[config.mk]
export PLATFORM = sky130hd
export DESIGN_NAME = mac_term_sched
export DESIGN_NICKNAME = d
export VERILOG_FILES = /design/src/rtl/mac_sched_pkg.sv /design/src/rtl/mac_mul_unit.sv /design/src/rtl/mac_term_sched.sv
export SDC_FILE = /design/constraint.sdc
export NUM_CORES = 1
export LEC_CHECK = 0
export CAP_MARGIN = 20
export CORE_ASPECT_RATIO = 2
export CORE_MARGIN = 2
export CORE_UTILIZATION = 50
export DETAILED_ROUTE_END_ITERATION = 8
export PLACE_DENSITY = 0.7
export SYNTH_ARGS = -nofsm -noshare
export SYNTH_HDL_FRONTEND = slang
export SYNTH_SLANG_ARGS = --single-unit
[constraint.sdc]
create_clock -name clk -period 11.7 [get_ports clk]
set_input_delay 2.925 -clock clk [delete_from_list [all_inputs] [get_ports clk]]
set_output_delay 2.925 -clock clk [all_outputs]
set_load 0.1 [all_outputs]
[src/rtl/mac_sched_pkg.sv]
// Shared types and constants for the shared-multiplier MAC sequencer.
package mac_sched_pkg;

   typedef enum logic [1:0] {
      StIdle,
      StMul,
      StDone
   } state_e;

   // Number of in1 products accumulated per job.
   localparam int unsigned TERM_CNT = 3;

   typedef logic [1:0] idx_t;

   // Accumulator width: holds in5 plus three full-width products without overflow.
   function automatic int unsigned acc_w(input int unsigned w);
      return 2 * w + 2;
   endfunction

endpackage

[src/rtl/mac_mul_unit.sv]
// Single shared W x W unsigned multiplier with a 3:1 operand-B select.
module mac_mul_unit
   import mac_sched_pkg::*;
#(
   parameter int unsigned W = 16
) (
   input  logic [W-1:0]   a_i,
   input  logic [W-1:0]   b0_i,
   input  logic [W-1:0]   b1_i,
   input  logic [W-1:0]   b2_i,
   input  logic [1:0]     idx_i,
   output logic [2*W-1:0] prod_o
);

   logic [W-1:0] b_sel;

   // Term index picks which registered operand multiplies in1 this cycle.
   always_comb begin
      b_sel = '0;
      case (idx_i)
         2'd0:    b_sel = b0_i;
         2'd1:    b_sel = b1_i;
         2'd2:    b_sel = b2_i;
         default: b_sel = '0;
      endcase
   end

   assign prod_o = {{W{1'b0}}, a_i} * {{W{1'b0}}, b_sel};

endmodule

[src/rtl/mac_term_sched.sv]
// Sequencer computing sum, double difference and MAC with one shared multiplier.
module mac_term_sched
   import mac_sched_pkg::*;
#(
   parameter int unsigned W = 16
) (
   input  logic              clk,
   input  logic              rst_n,
   input  logic              clr,
   input  logic              in_valid,
   output logic              in_ready,
   input  logic [W-1:0]      in1,
   input  logic [W-1:0]      in2,
   input  logic [W-1:0]      in3,
   input  logic [W-1:0]      in4,
   input  logic [W-1:0]      in5,
   output logic              out_valid,
   input  logic              out_ready,
   output logic [W:0]        out1,
   output logic [W:0]        out2,
   output logic [2*W+1:0]    out3,
   output logic              busy
);

   localparam int unsigned AccW = acc_w(W);

   state_e          state_q, state_d;
   idx_t            idx_q, idx_d;
   logic [W-1:0]    op1_q, op1_d;
   logic [W-1:0]    op2_q, op2_d;
   logic [W-1:0]    op3_q, op3_d;
   logic [W-1:0]    op4_q, op4_d;
   logic [AccW-1:0] acc_q, acc_d;
   logic [W:0]      out1_q, out1_d;
   logic [W:0]      out2_q, out2_d;
   logic [AccW-1:0] out3_q, out3_d;
   logic [2*W-1:0]  prod;
   logic [AccW-1:0] acc_sum;

   mac_mul_unit #(
      .W (W)
   ) u_mul (
      .a_i    (op1_q),
      .b0_i   (op4_q),
      .b1_i   (op3_q),
      .b2_i   (op2_q),
      .idx_i  (idx_q),
      .prod_o (prod)
   );

   assign acc_sum = acc_q + AccW'(prod);

   // Next-state: capture on accept, one product per MUL cycle, hold in DONE until taken.
   always_comb begin
      state_d = state_q;
      idx_d   = idx_q;
      op1_d   = op1_q;
      op2_d   = op2_q;
      op3_d   = op3_q;
      op4_d   = op4_q;
      acc_d   = acc_q;
      out1_d  = out1_q;
      out2_d  = out2_q;
      out3_d  = out3_q;
      if (clr) begin
         // Abort drops the job but keeps the last visible results.
         state_d = StIdle;
         idx_d   = '0;
      end else begin
         case (state_q)
            StIdle: begin
               if (in_valid) begin
                  op1_d   = in1;
                  op2_d   = in2;
                  op3_d   = in3;
                  op4_d   = in4;
                  out1_d  = {1'b0, in1} + {1'b0, in2};
                  out2_d  = {1'b0, in3} - {1'b0, in2} - {1'b0, in1};
                  acc_d   = AccW'(in5);
                  idx_d   = '0;
                  state_d = StMul;
               end
            end
            StMul: begin
               acc_d = acc_sum;
               idx_d = idx_t'(idx_q + 2'd1);
               if (idx_q == idx_t'(TERM_CNT - 1)) begin
                  // Only the finished sum ever reaches out3.
                  out3_d  = acc_sum;
                  idx_d   = '0;
                  state_d = StDone;
               end
            end
            StDone: begin
               if (out_ready) begin
                  state_d = StIdle;
               end
            end
            default: state_d = StIdle;
         endcase
      end
   end

   // State and datapath registers with asynchronous clear.
   always_ff @(posedge clk or negedge rst_n) begin
      if (!rst_n) begin
         state_q <= StIdle;
         idx_q   <= '0;
         op1_q   <= '0;
         op2_q   <= '0;
         op3_q   <= '0;
         op4_q   <= '0;
         acc_q   <= '0;
         out1_q  <= '0;
         out2_q  <= '0;
         out3_q  <= '0;
      end else begin
         state_q <= state_d;
         idx_q   <= idx_d;
         op1_q   <= op1_d;
         op2_q   <= op2_d;
         op3_q   <= op3_d;
         op4_q   <= op4_d;
         acc_q   <= acc_d;
         out1_q  <= out1_d;
         out2_q  <= out2_d;
         out3_q  <= out3_d;
      end
   end

   assign in_ready  = (state_q == StIdle);
   assign out_valid = (state_q == StDone);
   assign busy      = (state_q != StIdle);
   assign out1      = out1_q;
   assign out2      = out2_q;
   assign out3      = out3_q;

endmodule

==> metrics.md, run 1 <==
| Metric | Value |
|---|---|
| Leading cell type in the layout, fill and taps excluded | nand2_1 |
| Final Cycle Share | around two thirds |
| Post-Route WL | ~53000 um |
| Post-Syn Nets | ~2600 |
| Area Overhead vs Synth | 13.8% |
| Num CTS Buffers | 17 |
| Worst min path class | register to register |
| CP endpoint | out3[30] |
| CP Launch Type | register |
| Max FO, Critical Path | 20 |
| Reg2reg path depth | 24 |
| Crit path required time | roughly 12000 ps |
| Layout cell share with drive strength beyond 1 | 4.01% |
| Synth Instances | approximately 2100 |
| Reg-to-reg slack, setup | approximately 4000 ps |
| Crit Path Category | register to register |
| Post-DRT Antenna Nets | 0 |
| # diodes | 0 |
| Flops & latches, synth | between 150 and 200 |
| Top delay family on crit path | adder cells |
| Critical path depth | 24 |
| Drt first pass iters | 5 |
| Max clock buf depth | 2 |
| Fraction of the yosys area taken by sequential cells | between 20 and 25% |
| Worst path max stage delay | 690 ps |
| Cells along the critical path | nor2b_1 -> buf_4 -> nand2_1 -> o21ai_0 -> buf_4 -> and2_1 -> fa_1 -> inv_1 -> fa_1 -> inv_1 -> fa_1 -> fa_1 -> fa_1 -> inv_1 -> fa_1 -> inv_1 -> ha_1 -> a21oi_1 -> o21ai_0 -> o21ai_0 -> a211o_1 -> a21oi_2 -> xor2_1 -> mux2_2 |
| Slew @ Worst Pin | around 1000 ps |
| Final hold vios | 0 |
| Final WS setup | 3960 ps |
| RSZ-0062 raised after global routing | false |
| Final setup violation count | 0 |
| Rel. slew slack | between 30% and 40% |
| Pin count of the biggest net entering global routing | between 90 and 100 |
| Pre-CTS setup slack | 4070 ps |
| Initial Util | approximately half |
| Post-synth EDFFs | 0 |
| CTS tree | done |
| Min Clock Period, post-route | about 7700 ps |
| Core area | 36400 um2 |
| First-pass GRT wire length | between 80000 and 90000 um |
| DR iter-0 viols | slightly above 600 |
| Routed len/inst | slightly below 20 um |
| Clock-pin slew of the registers on the worst-case setup and hold paths | 80 ps |
| DP Wirelength | ~42000 um |
| Most common cell on crit path | fa_1 |
| Synthesized area | around 18000 um2 |
| Sequential cell area | about 4300 um2 |
| Max Freq | 0.129 GHz |
| Fill count | between 3000 and 4000 |
| Clock Sinks | 170 |
| Post-synthesis cell type count | 64 |
| DRC | 0 |
| Clock insertion delay at the later pin of the skew report | 470 ps |
| IO Pins | 156 |
| CP max stage cell | dfrtp_1 |
| CP bufs+invs | 6 |
| Vias per inst | around 5.4 |
| R2R Path Start | idx_q[1] |
| RR Endpoint | out3[30] |
| Cts hold-fix bufs | 0 |
| Post-synth ARST share | 100% |
| Commonest cells after routing, fill and taps aside | nand2_1, inv_1, fa_1 |
| Clk_skew | 14.5 ps |
| Syn. warnings | 0 |
| Worst path arrival time | just over 8000 ps |
| Status | finished, final reports clean |
| Setup tns final | 0 ps |
| Final net count | around 2700 |
| Slew Limit Fails | 0 |
| Chip height | around 280 um |
| Post-synth top flop | dfrtp_1 |
| Critical Path Source | idx_q[1] |
| Gpl congestion | 0.948 |
| DP Cell Count | between 2000 and 3000 |
| Setup Fix Bufs, Post-CTS | 0 |
| Area of the multi-input gates | between 10000 and 15000 um2 |
| Die area | roughly 39000 um2 |
| Post-CTS sizing | 0 |
| Worst Setup End Kind | register |
| H-tree lvl count | 4 |
| Fin cells | 2650 |
| Max-capacitance violation count | 0 |
| Vias in the first global route | ~16000 |
| Final Util | 57.6% |
| Initial antenna violation count | 0 |
| Grt ovf | 0 |
| Root Buffer | clkbuf_16 |
| Die Span X | 140 um |
| Buffers on Ports | 155 |
| # rows | ~100 |
| GRT Util Overall | between 20% and 30% |
| Routed vias | 14400 |
| Avg Inst Size Synth | 8.90 um2 |
final cells by class:
class                           count  area share (%)
Clock buffer                       18            2.09
Timing Repair Buffer              181            8.34
Clock inverter                     14           0.632
Sequential cell                   170            20.3
Inverter                          369            6.60
Tap cell                          454            2.71
Multi-Input combinational cell   1444            59.3
synth_stat cells (5+ instances only):
cell      count  area, um2
dfrtp_1     170       4250
nand4_1      12       75.1
fa_1        243       4860
xnor2_1      26        228
nor3_1       12       60.1
a31oi_1       6       37.5
a22o_1       15        131
ha_1        156       1950
and2_1      117        732
o21a_1        7       52.6
nand3_1      14       70.1
nand2_1     418       1570
nand2b_1      7       43.8
o21ai_1      11       55.1
buf_2        12       60.1
o31ai_1       5       37.5
nor2b_1       7       43.8
mux2i_1      23        230
xor2_1       28        245
nor2_1       41        154
mux2_2        9        101
clkbuf_1     74        278
a21oi_1      63        315
o21ai_0     121        606
a21o_1       31        233
inv_1       369       1390
a211oi_1     13       97.6
o21bai_1      7       52.6
sequential cells by signal (all words and copies together), names as in the netlist:
signal	flops
op3_q	16
out1	17
acc_q	34
op4_q	16
out3	34
op2_q	16
state_q	2
out2	17
idx_q	2
op1_q	16
stage by stage:
step,hold WS (ps),cell area [um2]
after floorplan,445,18400
after global placement,458,20400
after detailed placement,462,20400
after CTS,479,21000
after global routing,495,21000
final,474,21000
logic make-up (layout without fill, tap and decap cells):
family,count (synthesis),in the layout,synth area share [%]
adders and majority gates,399,399,37.0
xor gates and xnor gates,55,55,2.65
muxes,32,32,1.80
DFF,170,170,23.1
buffers and inverters,458,582,9.41
AOI/OAI and AO/OA,308,308,10.3
and+or+nand+nor,650,650,15.8
tightest hold or removal path, cell delays in order (launching register included):
cell and delay (ps):
dfrtp_1 340, nand2_1 50, nand2_1 50
worst min-delay path by stage:
stage | startpoint | endpoint | slack, ps | depth (start not counted)
2_1_floorplan | op4_q[0] | op4_q[0] | 440 | 2
3_3_place_gp | op3_q[5] | op3_q[5] | 460 | 2
3_5_place_dp | out3[1] | out3[1] | 460 | 2
4_1_cts | op4_q[11] | op4_q[11] | 480 | 2
5_1_grt | op4_q[11] | op4_q[11] | 490 | 2
6_report | out3[13] | out3[13] | 470 | 2
metal layers:
layer | global-route usage (%) | routed length [um]
met1 | 29.7 | 18400
met2 | 53.3 | 28500
met3 | 2.81 | 2290
met4 | 18.1 | 3540
met5 | 0 | 0
Power of run 1 is not shown: default switching activity piles up to over one toggle a cycle in this logic, so the estimate is an artifact.
==> run 2, diff against run 1 <==
Settings changed: PLACE_DENSITY 0.7 to 0.73.
Clock period 11.7 ns to 6.45 ns, I/O delays scaled along.
==> metrics.md, run 2 (synthesis results as in run 1) <==
| Metric | Value |
|---|---|
| Final hold vios | 0 (unchanged) |
| Clock Sinks | 170 (unchanged) |
| RR Endpoint | out3[29] |
| Crit Path Category | register to register |
| Max Freq | 0.152 GHz (+18%) |
| CP endpoint | out3[29] |
| Clock-pin slew of the registers on the worst-case setup and hold paths | 80 ps (about the same) |
| Chip height | 276 um (unchanged) |
| CTS tree | done |
| Final setup violation count | 8 (+8) |
| Final net count | 2781 (+4.3%) |
| GR met1 Demand/Resource | 27.8% (-1.9 points) |
| Clock insertion delay at the later pin of the skew report | 470 ps (about the same) |
| Max-capacitance violation count | 0 (unchanged) |
| Max clock buf depth | 2 (unchanged) |
| Worst path arrival time | 6930 ps (-1160 ps) |
| Routed vias | 15000 (+4.4%) |
| Post-DRT Antenna Nets | 0 (unchanged) |
| Crit path required time | 6800 ps (-5250 ps) |
| Worst path max stage delay | 550 ps (-140 ps) |
| Clk_skew | 18.0 ps (+3.51 ps) |
| Die Span X | 140 um (unchanged) |
| Final Cycle Share | 102% (+36 points) |
| H-tree lvl count | 4 (unchanged) |
| Drt first pass iters | 5 (unchanged) |
| Reg2reg path depth | 26 (+8.3%) |
| GRT Util Overall | 27.9% (-0.39 points) |
| IO Pins | 156 (unchanged) |
| First-pass GRT wire length | 83000 um (-0.57%) |
| Final WS setup | -130 ps (-4090 ps) |
| DRC | 0 (unchanged) |
| R2R Path Start | idx_q[0] |
| Reg-to-reg slack, setup | -130 ps (-4090 ps) |
| # rows | 99 (unchanged) |
| Grt ovf | 0 (unchanged) |
| Worst Setup End Kind | register |
| Max FO, Critical Path | 8 (-60%) |
| Fin cells | 2764 (+4.3%) |
| Num CTS Buffers | 17 (unchanged) |
| Core area | 36400 um2 (unchanged) |
| Cts hold-fix bufs | 0 (unchanged) |
| Commonest cells after routing, fill and taps aside | nand2_1, inv_1, fa_1 |
| Pin count of the biggest net entering global routing | 164 (+66%) |
| Worst min path class | register to register |
| Area of the multi-input gates | 13000 um2 (+4.1%) |
| Routed len/inst | 19.2 um (-3.4%) |
| Vias in the first global route | 16300 (+4.3%) |
| Slew Limit Fails | 0 (unchanged) |
| Violated checks | setup timing |
| DP Wirelength | 43000 um (+1.6%) |
| Hold Startpoint | out3[16] |
| Most common cell on crit path | fa_1 |
| Met2 GRT Util | 52.3% (-1.0 points) |
| Initial antenna violation count | 0 (unchanged) |
| Die area | 38500 um2 (unchanged) |
| Leading cell type in the layout, fill and taps excluded | nand2_1 |
| Area Overhead vs Synth | 22.2% |
| DR iter-0 viols | 659 (+6.6%) |
| Buffers on Ports | 155 (unchanged) |
| Initial Util | 50.6% (unchanged) |
| Slew @ Worst Pin | 1070 ps (+64.2 ps) |
| Min Clock Period, post-route | 6580 ps (-1160 ps) |
| # diodes | 0 (unchanged) |
| Rel. slew slack | 28.5% (-4.3 points) |
| CP Launch Type | register |
| Vias per inst | 5.43 (about the same) |
| Gpl congestion | 0.932 (-1.6%) |
| Status | finished, violations left |
| Layout cell share with drive strength beyond 1 | 12.7% (+8.7 points) |
| CP max stage cell | fa_1 |
| Post-Route WL | 53100 um (+0.75%) |
| Root Buffer | clkbuf_16 |
| GRT busiest layer | met2 |
| Critical Path Source | idx_q[0] |
| Met3 GRT Util | 3.09% (+0.28 points) |
| Fill count | 3118 (-5.8%) |
| Sequential cell area | 4260 um2 (about the same) |
| RSZ-0062 raised after global routing | true |
| DP Cell Count | 2700 (+3.1%) |
| Setup tns final | -520 ps (-520 ps) |
==> run 2: cell count changes in the layout (fill, tap and decap cells not counted), sizes merged <==
cell    previous run  this run
inv              376       379
buf               26       140
bufinv             1         0
clkinv             5         3
==> run 2: critical path: cells and delay by family, from the launching register on <==
| family | cells | cell delay (ps) |
|---|---|---|
| AND/OR/NAND/NOR | 4 | 840 |
| AO/OA/AOI/OAI | 3 | 590 |
| XOR/XNOR | 1 | 100 |
| flip-flops | 1 | 450 |
| adder cells (fa/ha/maj) | 7 | 3250 |
| buffers and inverters | 9 | 800 |
| multiplexers | 2 | 400 |
==> run 2: area by class of cell <==
type	instances	share of cell area, %
timing repair buffer	295	12.3
multi-input combinational	1444	57.5
tap	454	2.52
inverter	369	6.15
clock buffer	18	1.95
clock inverter	14	0.627
sequential	170	18.9
==> run 2: through the flow <==
step                      instance area [um2]  setup WS [ps]  utilization, %  hold WS (ps)
after global placement                  21100           -124            58.0           460
after detailed placement                21100           -197            58.0           467
after floorplan                         18500           14.5               -           445
final                                   22500           -130            61.9           475
after CTS                               21900          -36.5            60.2           484
after global routing                    22500           -358            61.9           496
==> run 2: how the worst min path moves through the flow <==
stage,cells after the start,end,slack [ps]
final,2,out3[16],470
after global routing,2,op3_q[3],500
after CTS,2,out3[19],480
after detailed placement,2,out3[19],470
after global placement,2,out3[12],460
after floorplan,2,op4_q[0],440
==> run 2: metal layers <==
| metal | up-vias | wire, um |
|---|---|---|
| met5 | - | 0 |
| met4 | 0 | 4590 |
| met3 | 230 | 2030 |
| met2 | 517 | 28500 |
| met1 | 7379 | 18000 |
| li1 | 6873 | - |
==> run 2: repair_timing <==
item,4_1_cts,5_1_grt
gates cloned,1,4
setup buffers,10,17
hold endpoints to repair,0,0
pin swaps,18,28
gates resized for setup,27,112
setup endpoints to repair,22,35
Power of run 2 is left out for the same reason.
